<file path="config.mk">
export PLATFORM = sky130hd
export DESIGN_NAME = fifo_pkt_serializer
export DESIGN_NICKNAME = d
export VERILOG_FILES = /design/src/rtl/fifo_pkt_serializer.sv
export SDC_FILE = /design/constraint.sdc
export NUM_CORES = 1
export LEC_CHECK = 0
export ABC_AREA = 0
export CAP_MARGIN = 5
export CELL_PAD_IN_SITES_DETAIL_PLACEMENT = 1
export CELL_PAD_IN_SITES_GLOBAL_PLACEMENT = 1
export CORE_AREA = 2 2 84 62
export CTS_BUF_LIST = sky130_fd_sc_hd__clkbuf_4
export DETAILED_ROUTE_END_ITERATION = 10
export DIE_AREA = 0 0 86 64
export PLACE_DENSITY = 0.77
export SYNTH_ARGS = -nofsm -noshare
export SYNTH_HDL_FRONTEND = slang
export SYNTH_SLANG_ARGS = --single-unit
export TNS_END_PERCENT = 30
</file>
<file path="constraint.sdc">
create_clock -name clk -period 1.69 [get_ports clk]
set_input_delay 0.507 -clock clk [delete_from_list [all_inputs] [get_ports clk]]
set_output_delay 0.507 -clock clk [all_outputs]
set_load 0.01 [all_outputs]
</file>
<file path="src/rtl/fifo_pkt_serializer.sv">
// Pops 10-bit packets from a FWFT FIFO and sends each as a UART-style frame: start, W data LSB-first, [parity], stop.
// Start bit appears the cycle after the pop; back-to-back frames have no idle gap. Defining FIFO_SER_PARITY_EN adds even parity.
module fifo_pkt_serializer #(
   parameter int W        = 10,
   parameter int BAUD_DIV = 4,
   parameter int CNT_W    = 16
) (
   input  logic             clk,
   input  logic             rst,
   input  logic             en,
   input  logic             empty,
   input  logic [W-1:0]     pkt_in,
   output logic             re,
   output logic             tx,
   output logic             busy,
   output logic [CNT_W-1:0] pkt_cnt
);

   localparam int BW = (BAUD_DIV > 1) ? $clog2(BAUD_DIV) : 1;
   localparam int IW = (W > 1) ? $clog2(W) : 1;

`ifdef FIFO_SER_PARITY_EN
   typedef enum logic [2:0] {IDLE, START, DATA, PARITY, STOP} state_t;
   logic par_q;
`else
   typedef enum logic [1:0] {IDLE, START, DATA, STOP} state_t;
`endif

   state_t         state, state_nxt;
   logic [BW-1:0]  baud_cnt;
   logic [IW-1:0]  bit_idx;
   logic [W-1:0]   shreg, shreg_nxt;
   logic           tx_nxt;
   logic           baud_last;
   logic           pop;

   // With one cycle per bit every state ends on every cycle and the counter stays at zero.
   generate
      if (BAUD_DIV == 1) begin : g_div1
         assign baud_last = 1'b1;
      end else begin : g_divn
         assign baud_last = (baud_cnt == BW'(BAUD_DIV - 1));
      end
   endgenerate

   // The FIFO has no underflow guard, so re must never fire while empty or in reset.
   assign pop = rst & en & ~empty & ((state == IDLE) | ((state == STOP) & baud_last));
   assign re  = pop;

   always_ff @(posedge clk or negedge rst) begin
      if (!rst) begin
         state <= IDLE;
      end else begin
         state <= state_nxt;
      end
   end

   always_comb begin
      state_nxt = state;
      shreg_nxt = shreg;
      tx_nxt    = 1'b1;
      case (state)
         IDLE: begin
            if (pop) state_nxt = START;
         end
         START: begin
            if (baud_last) state_nxt = DATA;
         end
         DATA: begin
            if (baud_last) begin
               shreg_nxt = shreg >> 1;
`ifdef FIFO_SER_PARITY_EN
               if (bit_idx == IW'(W - 1)) state_nxt = PARITY;
`else
               if (bit_idx == IW'(W - 1)) state_nxt = STOP;
`endif
            end
         end
`ifdef FIFO_SER_PARITY_EN
         PARITY: begin
            if (baud_last) state_nxt = STOP;
         end
`endif
         STOP: begin
            if (baud_last) state_nxt = pop ? START : IDLE;
         end
         default: state_nxt = IDLE;
      endcase
      if (pop) shreg_nxt = pkt_in;
      // tx is registered, so it is decoded from where the FSM is heading.
      case (state_nxt)
         START:   tx_nxt = 1'b0;
         DATA:    tx_nxt = shreg_nxt[0];
`ifdef FIFO_SER_PARITY_EN
         PARITY:  tx_nxt = par_q;
`endif
         default: tx_nxt = 1'b1;
      endcase
   end

   always_ff @(posedge clk or negedge rst) begin
      if (!rst) begin
         baud_cnt <= '0;
         bit_idx  <= '0;
         shreg    <= '0;
         tx       <= 1'b1;
         busy     <= 1'b0;
         pkt_cnt  <= '0;
`ifdef FIFO_SER_PARITY_EN
         par_q    <= 1'b0;
`endif
      end else begin
         if ((state == IDLE) || baud_last) baud_cnt <= '0;
         else                              baud_cnt <= baud_cnt + BW'(1);
         if (state == DATA) begin
            if (baud_last) bit_idx <= (bit_idx == IW'(W - 1)) ? '0 : bit_idx + IW'(1);
         end else begin
            bit_idx <= '0;
         end
         shreg <= shreg_nxt;
         tx    <= tx_nxt;
         busy  <= (state_nxt != IDLE);
         if (pop) begin
            pkt_cnt <= pkt_cnt + CNT_W'(1);
`ifdef FIFO_SER_PARITY_EN
            par_q   <= ^pkt_in;
`endif
         end
      end
   end

endmodule

</file>
# ---- Word-level counts from Yosys, hierarchy flattened
# Cells that the tools add are included.
dict set report totals {
  regBits 36
  inputBits 14
  output_inout_bits 19
}
dict set report op_classes {
  n_addsub 3
  n_eq_ne 8
  n_mux 15
  bitwise 6
  n_reduce_logical 6
}
# operator count
set ops {}
lappend ops {{10-bit 2-to-1 mux} 3}
lappend ops {{16-bit by 1-bit adder with 16-bit output, second input constant} 1}
lappend ops {{2-bit 2-to-1 mux} 6}
lappend ops {{4-bit 2-to-1 mux} 3}
lappend ops {{2-bit equality test, second input constant} 4}
lappend ops {{2-bit one-hot mux with 4 select lines} 1}
lappend ops {{2-bit nonzero test} 3}
lappend ops {{4-bit by 1-bit adder with 4-bit output, second input constant} 1}
lappend ops {{1-bit AND} 4}
lappend ops {{2-bit by 1-bit equality test with 1-bit output, second input constant} 2}
lappend ops {{4-bit equality test, second input constant} 1}
lappend ops {{2-bit by 1-bit adder with 2-bit output, second input constant} 1}
lappend ops {{2-bit zero test} 1}
lappend ops {{2-bit inequality test, second input constant} 1}
lappend ops {{1-bit one-hot mux with 2 select lines} 1}
lappend ops {{2-bit AND reduction} 1}
lappend ops {{1-bit logical OR} 1}
lappend ops {{1-bit 2-to-1 mux} 1}
lappend ops {{1-bit inverter} 1}
lappend ops {{1-bit OR} 1}

# ---- Longest topological paths before layout
dict set report logic_depth {
  word_depth 9
  ltp_mapped 7
  mapped_depth_nobuf 6
}

# ---- Worst setup path before layout
# OpenSTA, ideal clock, no wires.
dict set report synth_timing {
  path_kind {reg2out}
  startpoint {register baud_cnt[0]}
  endpoint {output re}
  t_arrival_ns 1.279
  t_required_ns 1.183
  path_slack_ns -0.096
  path_stages_with_launch 6
  cell_sequence {dfrtp_1 -> ha_1 -> buf_4 -> and3_2 -> o21a_1 -> buf_2}
}
dict set report synth_via {
  elab_chain_cells 4
}
# element line_no
set synth_rtl {}
lappend synth_rtl {{from (decl)} 30} ;# logic [BW-1:0] baud_cnt;
lappend synth_rtl {{from (signal assigned)} 114} ;# else baud_cnt <= baud_cnt + BW'(1);
lappend synth_rtl {{2-bit equality test} 42} ;# assign baud_last = (baud_cnt == BW'(BAUD_DIV - 1));
lappend synth_rtl {{1-bit AND} 47} ;# assign pop = rst & en & ~empty & ((state == IDLE) | ((state == STOP) & baud_last));
lappend synth_rtl {{1-bit OR} 47}
lappend synth_rtl {{1-bit AND} 47}
lappend synth_rtl {{to (decl)} 13} ;# output logic re,
# No other way between the ends.

# ---- Final worst setup path
# Same ends and word-level chain as after synthesis.

==> metrics.txt <==
status complete, but fails checks; failing checks negative setup slack; Post-DRT Antenna Nets 0; FF+latch count, synth 36; Hold Fails Final Rpt 0; CTS clk-pin slew, worst paths between 0.1 and 0.15 ns; die height 64 µm; Mapped Area between 1500 and 2000 µm²; CTS tree yes; final setup violating endpoints 13; skew final around 0.0066 ns; gpl congestion just under 0.8; Root Driver clkbuf_4; core area about 4700 µm²; Congestion Overflow GR 0; final period demand of the worst path between 1.5 and 2 ns; initial detailed-routing violation count 91; Critical Path Sink Type output port; number of inserted diodes 0; largest net degree at the start of global routing 37; Int Pwr roughly 2 mW; kind of critical path flip-flop to output port; via count roughly 1500; Post-synth EDFFs 0; Final Power 3.08 mW; Die Footprint around 5500 µm²; RSZ-0062 raised after global routing true; Die Width between 80 and 90 µm; Skew-Pair Late Insertion Delay approximately 0.34 ns; register area share after synthesis between 50% and 60%; reported net switching power approximately 1.1 mW; Logic pwr share ~39%; most frequent cells in the layout 34 x dfrtp_1, 25 x buf_4, 18 x dlygate4sd2_1; Leakage roughly 1.2 nW; reg-to-reg slack, setup -0.16 ns; first-pass GRT wire length just over 8000 µm; Core Rows 21; number of global-route vias before repair roughly 1600; area taken by multi-input logic gates 841 µm²; register area roughly 900 µm²; IO Count 33; Max-slew headroom between 60 and 70%; CP arrival 1.44 ns; Yosys Warn Count 0; Port-buffer cells 32; Detail Placement HPWL roughly 3100 µm; # Max-Cap Violations 0; actual slew at the worst max-slew pin 0.462 ns; mean post-synth cell area between 10 and 15 µm²; drt total wl 5560 µm; CTS H-tree lvls 2; clock sinks 36; worst setup margin -0.253 ns; total track usage roughly a fifth; Layout fillers 500; peak supply drop roughly 640 µV; CTS max path bufs 2; Vias/cell approximately 5.3; layout cell share with drive strength beyond 1 roughly 27%; post-synth cell types 33; leading cell type in the layout, fill and taps excluded dfrtp_1; Syn Nets approximately 170; CP Launch Type flip-flop; Post-Place Setup Slack -0.718 ns; initial antenna violation count 0; clock share of power between 10% and 20%; critical path data required time 1.18 ns; Nets ~240; final instance area 2490 µm²; f_max ~500 MHz; Synth Flop Type dfrtp_1; Post-DP Area about 2200 µm²; sw frac around a third; Starting Density between 30 and 40%; ys async rst share between 90% and 100%; drt pass-1 iters 4; Synth Instances 153; final slew viol count 0; CTS buffer count 5; # hold bufs at CTS 0; pwr dens ~1200 nW/µm²; DR WL/cell just over 20 µm; part of the cycle the worst path needs 115%; sequential share of power between 40% and 50%; area delta synth->final 46.4%; Worst Hold Class input port to asynchronous set/reset pin; Crit Path Max Fanout 2; DRC viols 0
path summary, 6_finish.rpt:
path                                to  cells after the start         from
setup / recovery                    re                      4  baud_cnt[0]
hold / removal              bit_idx[3]                      2          rst
setup reg to reg                    tx                      7  baud_cnt[0]
hold reg to reg            pkt_cnt[15]                      1  pkt_cnt[15]
max in group asynchronous   pkt_cnt[5]                      2          rst
min in group clk           pkt_cnt[15]                      1  pkt_cnt[15]
synth_stat cells, drive strengths merged (2+ instances only):
master	instances	area, µm²
nand3	5	25.0
nand2	10	37.5
inv	6	22.5
a21oi	6	30.0
nor4	2	12.5
xor2	9	78.8
o21ai	5	25.0
dfrtp	35	876
xnor2	7	61.3
mux2	2	22.5
buf	6	38.8
a21o	9	67.6
ha	4	50.1
and3b	4	35.0
nor3	11	55.1
a22o	8	70.1
and3	2	13.8
nand4	5	31.3
nor2	6	25.0
o211ai	2	15.0
what timing repair did:
item / CTS / global route
pin swaps: 4 / 13
setup buffers: 9 / 4
gates cloned: 1 / 2
resized for setup: 28 / 23
endpoints found under the setup margin: 40 / 26
stage by stage:
stage                     utilization (%)  setup TNS (ns)  hold WS, ns  std cells
final                                53.5          -0.635        0.374        276
after global routing                 53.5           -1.37        0.407        276
after CTS                            50.4          -0.749        0.390        271
after detailed placement             47.0          -11.76        0.459        253
after global placement               47.0           -9.76        0.430        253
after floorplan                         -               0        0.211        153
kinds of logic (layout without fill, tap and decap cells):
| group | Yosys count | in the layout | share of synthesized area, % |
|---|---|---|---|
| multiplexers | 3 | 3 | 1.91 |
| XOR/XNOR | 16 | 16 | 8.25 |
| flip-flops | 36 | 36 | 53.1 |
| AND/OR/NAND/NOR | 50 | 50 | 16.0 |
| AO/OA/AOI/OAI | 32 | 33 | 14.2 |
| buffers and inverters | 12 | 77 | 3.61 |
| adder cells (fa/ha/maj) | 4 | 4 | 2.95 |
state kept, by name (all words and copies together), names as in the netlist:
register  cells
baud_cnt      2
bit_idx       4
busy          1
pkt_cnt      16
shreg        10
state         2
tx            1
routing by layer:
metal	share of wire, %	vias to the layer above	GRT usage [%]
met4	1.8	0	7.34
met3	3.2	8	3.36
li1	-	682	-
met1	42	743	23.8
met2	52	33	33.6
met5	0	-	0
power by group through the flow:
stage,Sequential [mW],Clock [mW],Combinational (mW)
floorplan,1.27,0,0.503
global placement,1.25,0,0.894
detailed placement,1.27,0,0.958
CTS,1.25,0.612,1.03
global route,1.29,0.662,1.31
finish,1.26,0.603,1.22
area by class of cell:
type	count	area share (%)
Clock buffer	5	1.51
Clock inverter	3	1.51
Inverter	6	1.06
Multi-Input combinational cell	106	33.8
Sequential cell	36	36.3
Tap cell	57	2.87
Timing Repair Buffer	63	22.9
worst max-delay path, cell delays in order, from the launching register on:
cell	delay, ns
dfrtp_1	0.43
ha_4	0.18
and3_4	0.17
o21a_1	0.18
buf_2	0.14
Note: power is estimated with default switching activity, not from simulation.
